===== config.mk =====
export PLATFORM = sky130hd
export DESIGN_NAME = sample_player
export DESIGN_NICKNAME = d
export VERILOG_FILES = /design/src/rtl/sample_player.sv
export SDC_FILE = /design/constraint.sdc
export NUM_CORES = 1
export LEC_CHECK = 0
export BUFFER_PORTS_ARGS = -buffer_cell sky130_fd_sc_hd__buf_2
export CAP_MARGIN = 20
export CORE_MARGIN = 4
export CORE_UTILIZATION = 25
export DETAILED_ROUTE_END_ITERATION = 10
export GPL_TIMING_DRIVEN = 0
export SKIP_LAST_GASP = 1
export SYNTH_ARGS = -nofsm -noshare
export SYNTH_HDL_FRONTEND = slang
export SYNTH_SLANG_ARGS = --single-unit

===== constraint.sdc =====
create_clock -name clk -period 3.5 [get_ports clk]
set_input_delay 0.35 -clock clk [delete_from_list [all_inputs] [get_ports clk]]
set_output_delay 0.35 -clock clk [all_outputs]
set_load 0.005 [all_outputs]

===== src/rtl/sample_player.sv =====
`default_nettype none
// ============================================================================
// sample_player : ROM playback sequencer with sample-rate divider and PWM out.
// Optional SAMPLE_PLAYER_LOOP_EN adds a loop input.   Revision: 1.0
// ============================================================================
module sample_player #(
   parameter int WIDTH = 8,
   parameter int ADDR  = 16,
   parameter int DIV   = 3375
) (
   input  logic             clk,
   input  logic             rst,
   input  logic             start,
   input  logic             stop,
   input  logic [ADDR-1:0]  seg_base,
   input  logic [ADDR-1:0]  seg_len,
`ifdef SAMPLE_PLAYER_LOOP_EN
   input  logic             loop,
`endif
   output logic             busy,
   output logic             done,
   output logic [ADDR-1:0]  rom_addr,
   input  logic [WIDTH-1:0] rom_data,
   output logic [WIDTH-1:0] sample,
   output logic             sample_valid,
   output logic             pwm_out
);

   localparam int              CNT_W    = $clog2(DIV);
   localparam logic [CNT_W-1:0] CNT_LAST = CNT_W'(DIV - 1);

   typedef enum logic [1:0] {IDLE, FETCH, CAPTURE, WAIT} state_t;

   state_t           state_q, state_d;
   logic [ADDR-1:0]  base_q, base_d;
   logic [ADDR-1:0]  len_q, len_d;
   logic [ADDR-1:0]  idx_q, idx_d;
   logic [ADDR-1:0]  addr_q, addr_d;
   logic [CNT_W-1:0] cnt_q, cnt_d;
   logic             busy_q, busy_d;
   logic             done_q, done_d;
   logic [WIDTH-1:0] sample_q, sample_d;
   logic             valid_q, valid_d;
   logic [WIDTH-1:0] pwm_cnt_q, pwm_cnt_d;
   logic             pwm_q, pwm_d;
   logic             loop_en;
   logic [WIDTH-1:0] level;

`ifdef SAMPLE_PLAYER_LOOP_EN
   assign loop_en = loop;
`else
   assign loop_en = 1'b0;
`endif

   // Offset-binary view of the signed sample: 0 maps to mid-scale duty.
   assign level = {~sample_q[WIDTH-1], sample_q[WIDTH-2:0]};

   always_comb begin
      state_d   = state_q;
      base_d    = base_q;
      len_d     = len_q;
      idx_d     = idx_q;
      addr_d    = addr_q;
      cnt_d     = cnt_q + 1'b1;
      busy_d    = busy_q;
      done_d    = 1'b0;
      sample_d  = sample_q;
      valid_d   = 1'b0;
      pwm_cnt_d = pwm_cnt_q + 1'b1;
      pwm_d     = (pwm_cnt_q < level);

      case (state_q)
         IDLE: begin
            cnt_d = '0;
            if (start && !stop) begin
               if (seg_len != '0) begin
                  base_d  = seg_base;
                  len_d   = seg_len;
                  addr_d  = seg_base;
                  idx_d   = '0;
                  busy_d  = 1'b1;
                  state_d = FETCH;
               end else begin
                  done_d  = 1'b1;
               end
            end
         end
         FETCH: state_d = CAPTURE;
         CAPTURE: begin
            sample_d = rom_data;
            valid_d  = 1'b1;
            state_d  = WAIT;
         end
         WAIT: begin
            if (cnt_q == CNT_LAST) begin
               cnt_d = '0;
               if (idx_q == len_q - 1'b1) begin
                  if (loop_en) begin
                     addr_d  = base_q;
                     idx_d   = '0;
                     state_d = FETCH;
                  end else begin
                     done_d   = 1'b1;
                     busy_d   = 1'b0;
                     sample_d = '0;
                     state_d  = IDLE;
                  end
               end else begin
                  addr_d  = addr_q + 1'b1;
                  idx_d   = idx_q + 1'b1;
                  state_d = FETCH;
               end
            end
         end
         default: state_d = IDLE;
      endcase

      // Abort overrides everything, including a capture in flight.
      if (stop && state_q != IDLE) begin
         state_d  = IDLE;
         busy_d   = 1'b0;
         done_d   = 1'b0;
         sample_d = '0;
         valid_d  = 1'b0;
         cnt_d    = '0;
      end
   end

   always_ff @(posedge clk) begin
      if (rst) begin
         state_q   <= IDLE;
         base_q    <= '0;
         len_q     <= '0;
         idx_q     <= '0;
         addr_q    <= '0;
         cnt_q     <= '0;
         busy_q    <= 1'b0;
         done_q    <= 1'b0;
         sample_q  <= '0;
         valid_q   <= 1'b0;
         pwm_cnt_q <= '0;
         pwm_q     <= 1'b0;
      end else begin
         state_q   <= state_d;
         base_q    <= base_d;
         len_q     <= len_d;
         idx_q     <= idx_d;
         addr_q    <= addr_d;
         cnt_q     <= cnt_d;
         busy_q    <= busy_d;
         done_q    <= done_d;
         sample_q  <= sample_d;
         valid_q   <= valid_d;
         pwm_cnt_q <= pwm_cnt_d;
         pwm_q     <= pwm_d;
      end
   end

   assign busy         = busy_q;
   assign done         = done_q;
   assign rom_addr     = addr_q;
   assign sample       = sample_q;
   assign sample_valid = valid_q;
   assign pwm_out      = pwm_q;

endmodule
`default_nettype wire


### After elaboration in Yosys (flattened, before gate mapping)

Cells that the tools add are included.

* register bits after elaboration: 82
* bits of input ports: 44
* output and inout bits: 28
* logic and storage cells: 73

* add/subtract/negate cells: 5
* $lt $le $gt $ge: 1
* eq/ne operators: 10
* muxes and demuxes: 31
* bitwise logic cells: 1
* reductions and logical operators: 14

Operator list (number)
* 16-bit 2-to-1 mux: 8
* 16-bit case mux with 2 select lines: 2
* 16-bit by 1-bit adder with 16-bit output (second input constant): 2
* 12-bit case mux with 2 select lines: 1
* 16-bit equality test: 1
* 8-bit 2-to-1 mux: 2
* 8-bit case mux with 2 select lines: 1
* 16-bit nonzero test: 1
* 16-bit by 1-bit subtractor with 16-bit output (second input constant): 1
* 12-bit by 1-bit adder with 12-bit output (second input constant): 1
* 12-bit equality test (second input constant): 1
* 12-bit 2-to-1 mux: 1
* 1-bit 2-to-1 mux: 10
* 2-bit inequality test (second input constant): 5
* 5-bit AND reduction: 2
* 3-bit AND reduction: 3
* 8-bit by 1-bit adder with 8-bit output (second input constant): 1
* 8-bit less-than comparator: 1
* 2-bit case mux with 4 select lines: 1
* 2-bit 2-to-1 mux: 3
* 2-bit nonzero test: 3
* 2-bit equality test (second input constant): 2
* 1-bit case mux with 2 select lines: 2
* 2-bit by 1-bit equality test with 1-bit output (second input constant): 1
* 5 further kinds: 6

### Logic depth before layout (Yosys ltp)

* depth after elaboration: 5
* gate-level depth with buffers: 12
* mapped depth without buffers: 10

### Worst setup path after synthesis

Ideal clock, no wire load.

* kind: reg-to-reg
* start point: register len_q[0]
* end point: register addr_q[1] (netlist: rom_addr[1])
* library setup time: 134 ps
* arrival time: 2859 ps
* required time: 3366 ps
* path slack: 506 ps
* stages on the path, launching flop included: 13
* buffers on the path: 2
* clock period less this slack: 2994 ps
* path through: dfxtp_1 inv_1 ha_1 or3b_1 buf_2 nor4_4 xor2_1 a211o_1 a2111oi_4 a21oi_2 buf_6 nor2_1 a211oi_2

* word-level cells in the longest chain between the ends: 4

RTL lines
* start, declared: line 36 `logic [ADDR-1:0] len_q, len_d;`
* start signal, assigned: line 146 `len_q <= len_d;`
* 16-bit by 1-bit subtractor with 16-bit output: line 97 `if (idx_q == len_q - 1'b1) begin`
* 16-bit equality test: line 97
* 2-bit inequality test (no source line)
* 5-bit AND reduction (no source line)
* end signal, assigned: line 148 `addr_q <= addr_d;`
* end, declared: line 38 `logic [ADDR-1:0] addr_q, addr_d;`

No other way between the ends.
A chain may end at the register's enable or synchronous reset.

### Worst setup path in the final report

* start point: register len_q[0]
* end point: register state_q[0]

* word-level cells in the longest chain between the ends: 5

RTL lines
* 16-bit by 1-bit subtractor with 16-bit output: line 97
* 16-bit equality test: line 97
* 1-bit 2-to-1 mux: line 97
* 2-bit 2-to-1 mux: line 95 `if (cnt_q == CNT_LAST) begin`
* 2-bit case mux with 4 select lines: line 72 `case (state_q)`
* end signal, assigned: line 144 `state_q <= state_d;`
* end, declared: line 34 `state_t state_q, state_d;`

No other way between the ends. The select of a mux whose other input is x is not followed.

==> impl_metrics.tcl <==
set metrics [dict create \
    cts_buffer_depth 2 \
    ant_nets 0 \
    overflow 0 \
    start_util_pct 25.5 \
    async_flop_share_pct 0 \
    placeableCoreArea_mm2 0.0180 \
    grt_max_degree 16 \
    place_congestion 0.795 \
    fin_nets 697 \
    viasPerCell 4.93 \
    cts-htree-levels 3 \
    firstDrtPassIters 4 \
    wl_met3_um 565 \
    dr_wl_met2_mm 6.33 \
    critPathKind "reg -> reg" \
    slew_viol_final 0 \
    fillers 1945 \
    syn_nets 610 \
    drtIter0Drc 238 \
    yosysUniqueCellTypes 63 \
    fin_crit_ns 3.30 \
    wl_mm 12.8 \
    grt_pass1_vias 4039 \
    ff2ff_setup_slack_ns 0.20 \
    dp_hpwl_mm 9.43 \
    yosysWarningCount 0 \
    hold_ws_ns 0.211 \
    num_antenna_cells 0 \
    grt_pass1_wl_mm 20.3 \
    track_usage_pct 12.3 \
    place_area_mm2 0.00523 \
    die_area_mm2 0.0206 \
    drv_cap 0 \
    rr_worst_depth 12 \
    cts.clk_slew.worst_paths_ns 0.07 \
    ir_worst_vdd_mv 0.243 \
    root_buffer "clkbuf_16" \
    rsz0062_at_grt "false" \
    clkSinkCount 82 \
    synth_cells 550 \
    clk_latency_ns 0.35 \
    layout-area-overhead-vs-synth_pct 22.4 \
    finClkSkew_ns 0.0122 \
    topRoutingLayerUsed "met5" \
    vias 4295 \
    port_buffers 70 \
    holdPathEnd "sample[3]$_SDFFE_PP0P_" \
    hold-path-cell-count 2 \
    synth_edf_count 0 \
    synth_ff_type "dfxtp_1" \
    die_h_um 143 \
    drc 0 \
    synthesis.area_mm2 0.00459 \
    hp-start "rom_data[3]" \
    seq_area_frac_synth_pct 35.8 \
    cts_buffers 9 \
    synth_area_per_cell_um2 8.34 \
    crit_path_end_kind "register" \
    power.density_mw_per_mm2 625 \
    die_w_um 143 \
    timing.rr.end "state_q[0]$_SDFFE_PP0P_" \
    met1Wirelength_mm 5.64 \
    cts_tree "done" \
    worst_pin_slew_ns 0.889 \
    status "finished clean" \
    cp_max_fo 10 \
    setup_tns_ns 0 \
    wl_per_cell_um 14.7 \
    worstPathRequired_ns 3.73 \
    setup_violations 0 \
    antenna_found_initial 2 \
    start_kind "register" \
    rows 49 \
    drive_gt1_share_pct 19.3 \
    worstPathArrival_ns 3.53 \
    hold_viol_final 0 \
    synth_seq_cells 82 \
    hold_class "in -> reg" \
    timing.final.crit_share_pct 94.2 \
    design_area_mm2 0.00562 \
    regArea_mm2 0.00164 \
    multiInputGateArea_mm2 0.00273 \
    p_leak_uw 0.00214 \
    max_freq_mhz 303 \
    r2r_start "len_q[0]$_SDFFE_PP0P_" \
    num_io_pins 72 \
    relSlewSlack_pct 40.2 \
]
## kinds of logic after synthesis
kind of cell	count (synthesis)	share of synthesized area, %
AO/OA/AOI/OAI	147	22.5
XOR/XNOR	47	9.30
adder cells (fa/ha/maj)	16	4.36
buffers and inverters	58	5.29
flip-flops	82	35.8
multiplexers	2	0.436
AND/OR/NAND/NOR	198	22.4
## worst max-delay path, stage by stage (launching register included)
cell,delay [ns]
dfxtp_1,0.37
inv_1,0.08
ha_1,0.19
or3b_1,0.34
buf_2,0.18
nor4_4,0.33
xor2_1,0.11
a211o_1,0.38
a2111oi_4,0.35
buf_4,0.20
buf_2,0.22
a21oi_1,0.11
o311a_1,0.31
## cell type report
type	instances	area share (%)
Buffer	34	2.72
Clock buffer	9	4.01
Clock inverter	7	1.78
Inverter	24	1.60
Multi-Input combinational cell	410	48.6
Sequential cell	82	29.2
Tap cell	229	5.10
Timing Repair Buffer	76	6.99
## placed cells by master (no fill, tap or decap), types with 3 or more instances in the layout
cell,synthesis,layout
a211oi_2,7,6
o22ai_1,12,12
buf_4,2,7
or4_1,3,3
a21oi_1,48,47
dfxtp_1,82,82
o21ai_0,14,14
a31oi_1,4,4
nand2b_1,6,6
nand2_1,38,38
clkbuf_16,0,9
nand3_1,41,41
or3_1,9,9
xnor2_1,23,23
a211oi_1,11,11
a22o_1,8,8
o21ai_1,6,6
xor2_1,22,22
o32ai_1,5,5
clkbuf_1,22,22
inv_1,24,24
nor3_1,7,7
a21o_1,8,8
nor2_1,44,44
nand4_1,11,11
buf_2,8,78
and3_1,13,13
nor4_1,9,8
ha_1,16,16
## how the worst max path moves through the flow
stage,end,cells after the start,start,slack [ns]
3_5_place_dp,state_q[0]$_SDFFE_PP0P_,11,len_q[0]$_SDFFE_PP0P_,0.04
2_1_floorplan,rom_addr[1]$_SDFFE_PP0P_,12,len_q[0]$_SDFFE_PP0P_,0.51
5_1_grt,rom_addr[3]$_SDFFE_PP0P_,13,len_q[0]$_SDFFE_PP0P_,0.01
4_1_cts,state_q[0]$_SDFFE_PP0P_,11,len_q[0]$_SDFFE_PP0P_,0.02
6_report,state_q[0]$_SDFFE_PP0P_,12,len_q[0]$_SDFFE_PP0P_,0.20
3_3_place_gp,state_q[0]$_SDFFE_PP0P_,11,len_q[0]$_SDFFE_PP0P_,0.07
## power by group
group,total (uW),switching [uW],internal (uW)
logic,1220,719,504
clock network,1040,410,631
registers,1250,171,1080
total,3510,1300,2210
## Yosys cell counts, types with 3 or more instances
master / n / area share, %
a22o_1: 8 / 1.5
a211oi_2: 7 / 1.9
xor2_1: 22 / 4.2
a211oi_1: 11 / 1.8
a21oi_1: 48 / 5.2
nor2_1: 44 / 3.6
nor4_1: 9 / 1.2
inv_1: 24 / 2.0
xnor2_1: 23 / 4.4
nand3_1: 41 / 4.5
ha_1: 16 / 4.4
clkbuf_1: 22 / 1.8
or4_1: 3 / 0.49
a31oi_1: 4 / 0.55
nor3_1: 7 / 0.76
nand2b_1: 6 / 0.82
o21ai_1: 6 / 0.65
o22ai_1: 12 / 1.6
nand2_1: 38 / 3.1
nand4_1: 11 / 1.5
and3_1: 13 / 1.8
or3_1: 9 / 1.2
o21ai_0: 14 / 1.5
buf_2: 8 / 0.87
a21o_1: 8 / 1.3
o32ai_1: 5 / 0.95
dfxtp_1: 82 / 36
## flip-flops by register name, summed over array words and instances (netlist names)
name	count
cnt_q	12
pwm_cnt_q	8
idx_q	16
busy	1
sample_valid	1
len_q	16
rom_addr	16
done	1
sample	8
state_q	2
pwm_out	1
## metal layers
| layer | vias to the layer above | GRT usage, % |
|---|---|---|
| met2 | 69 | 21.1 |
| met4 | 4 | 4.56 |
| met3 | 21 | 2.73 |
| li1 | 2182 | - |
| met5 | - | 0 |
| met1 | 2019 | 15.1 |
## per-stage QoR
stage,util (%),power [uW],instances,setup slack (ns)
6_report,31.2,3510,871,0.202
5_1_grt,31.2,3740,871,0.0117
4_1_cts,30.8,3530,865,0.0150
3_5_place_dp,29.0,2470,849,0.0429
3_3_place_gp,29.0,2460,849,0.0658
2_1_floorplan,-,2080,550,0.506
## what timing repair did
action / in CTS / in global routing
resized for setup: 0 / 4
setup endpoints to repair: 0 / 41
hold buffers: 0 / 0
setup buffers: 0 / 5
No activity file was read; power rests on OpenSTA's default activity.
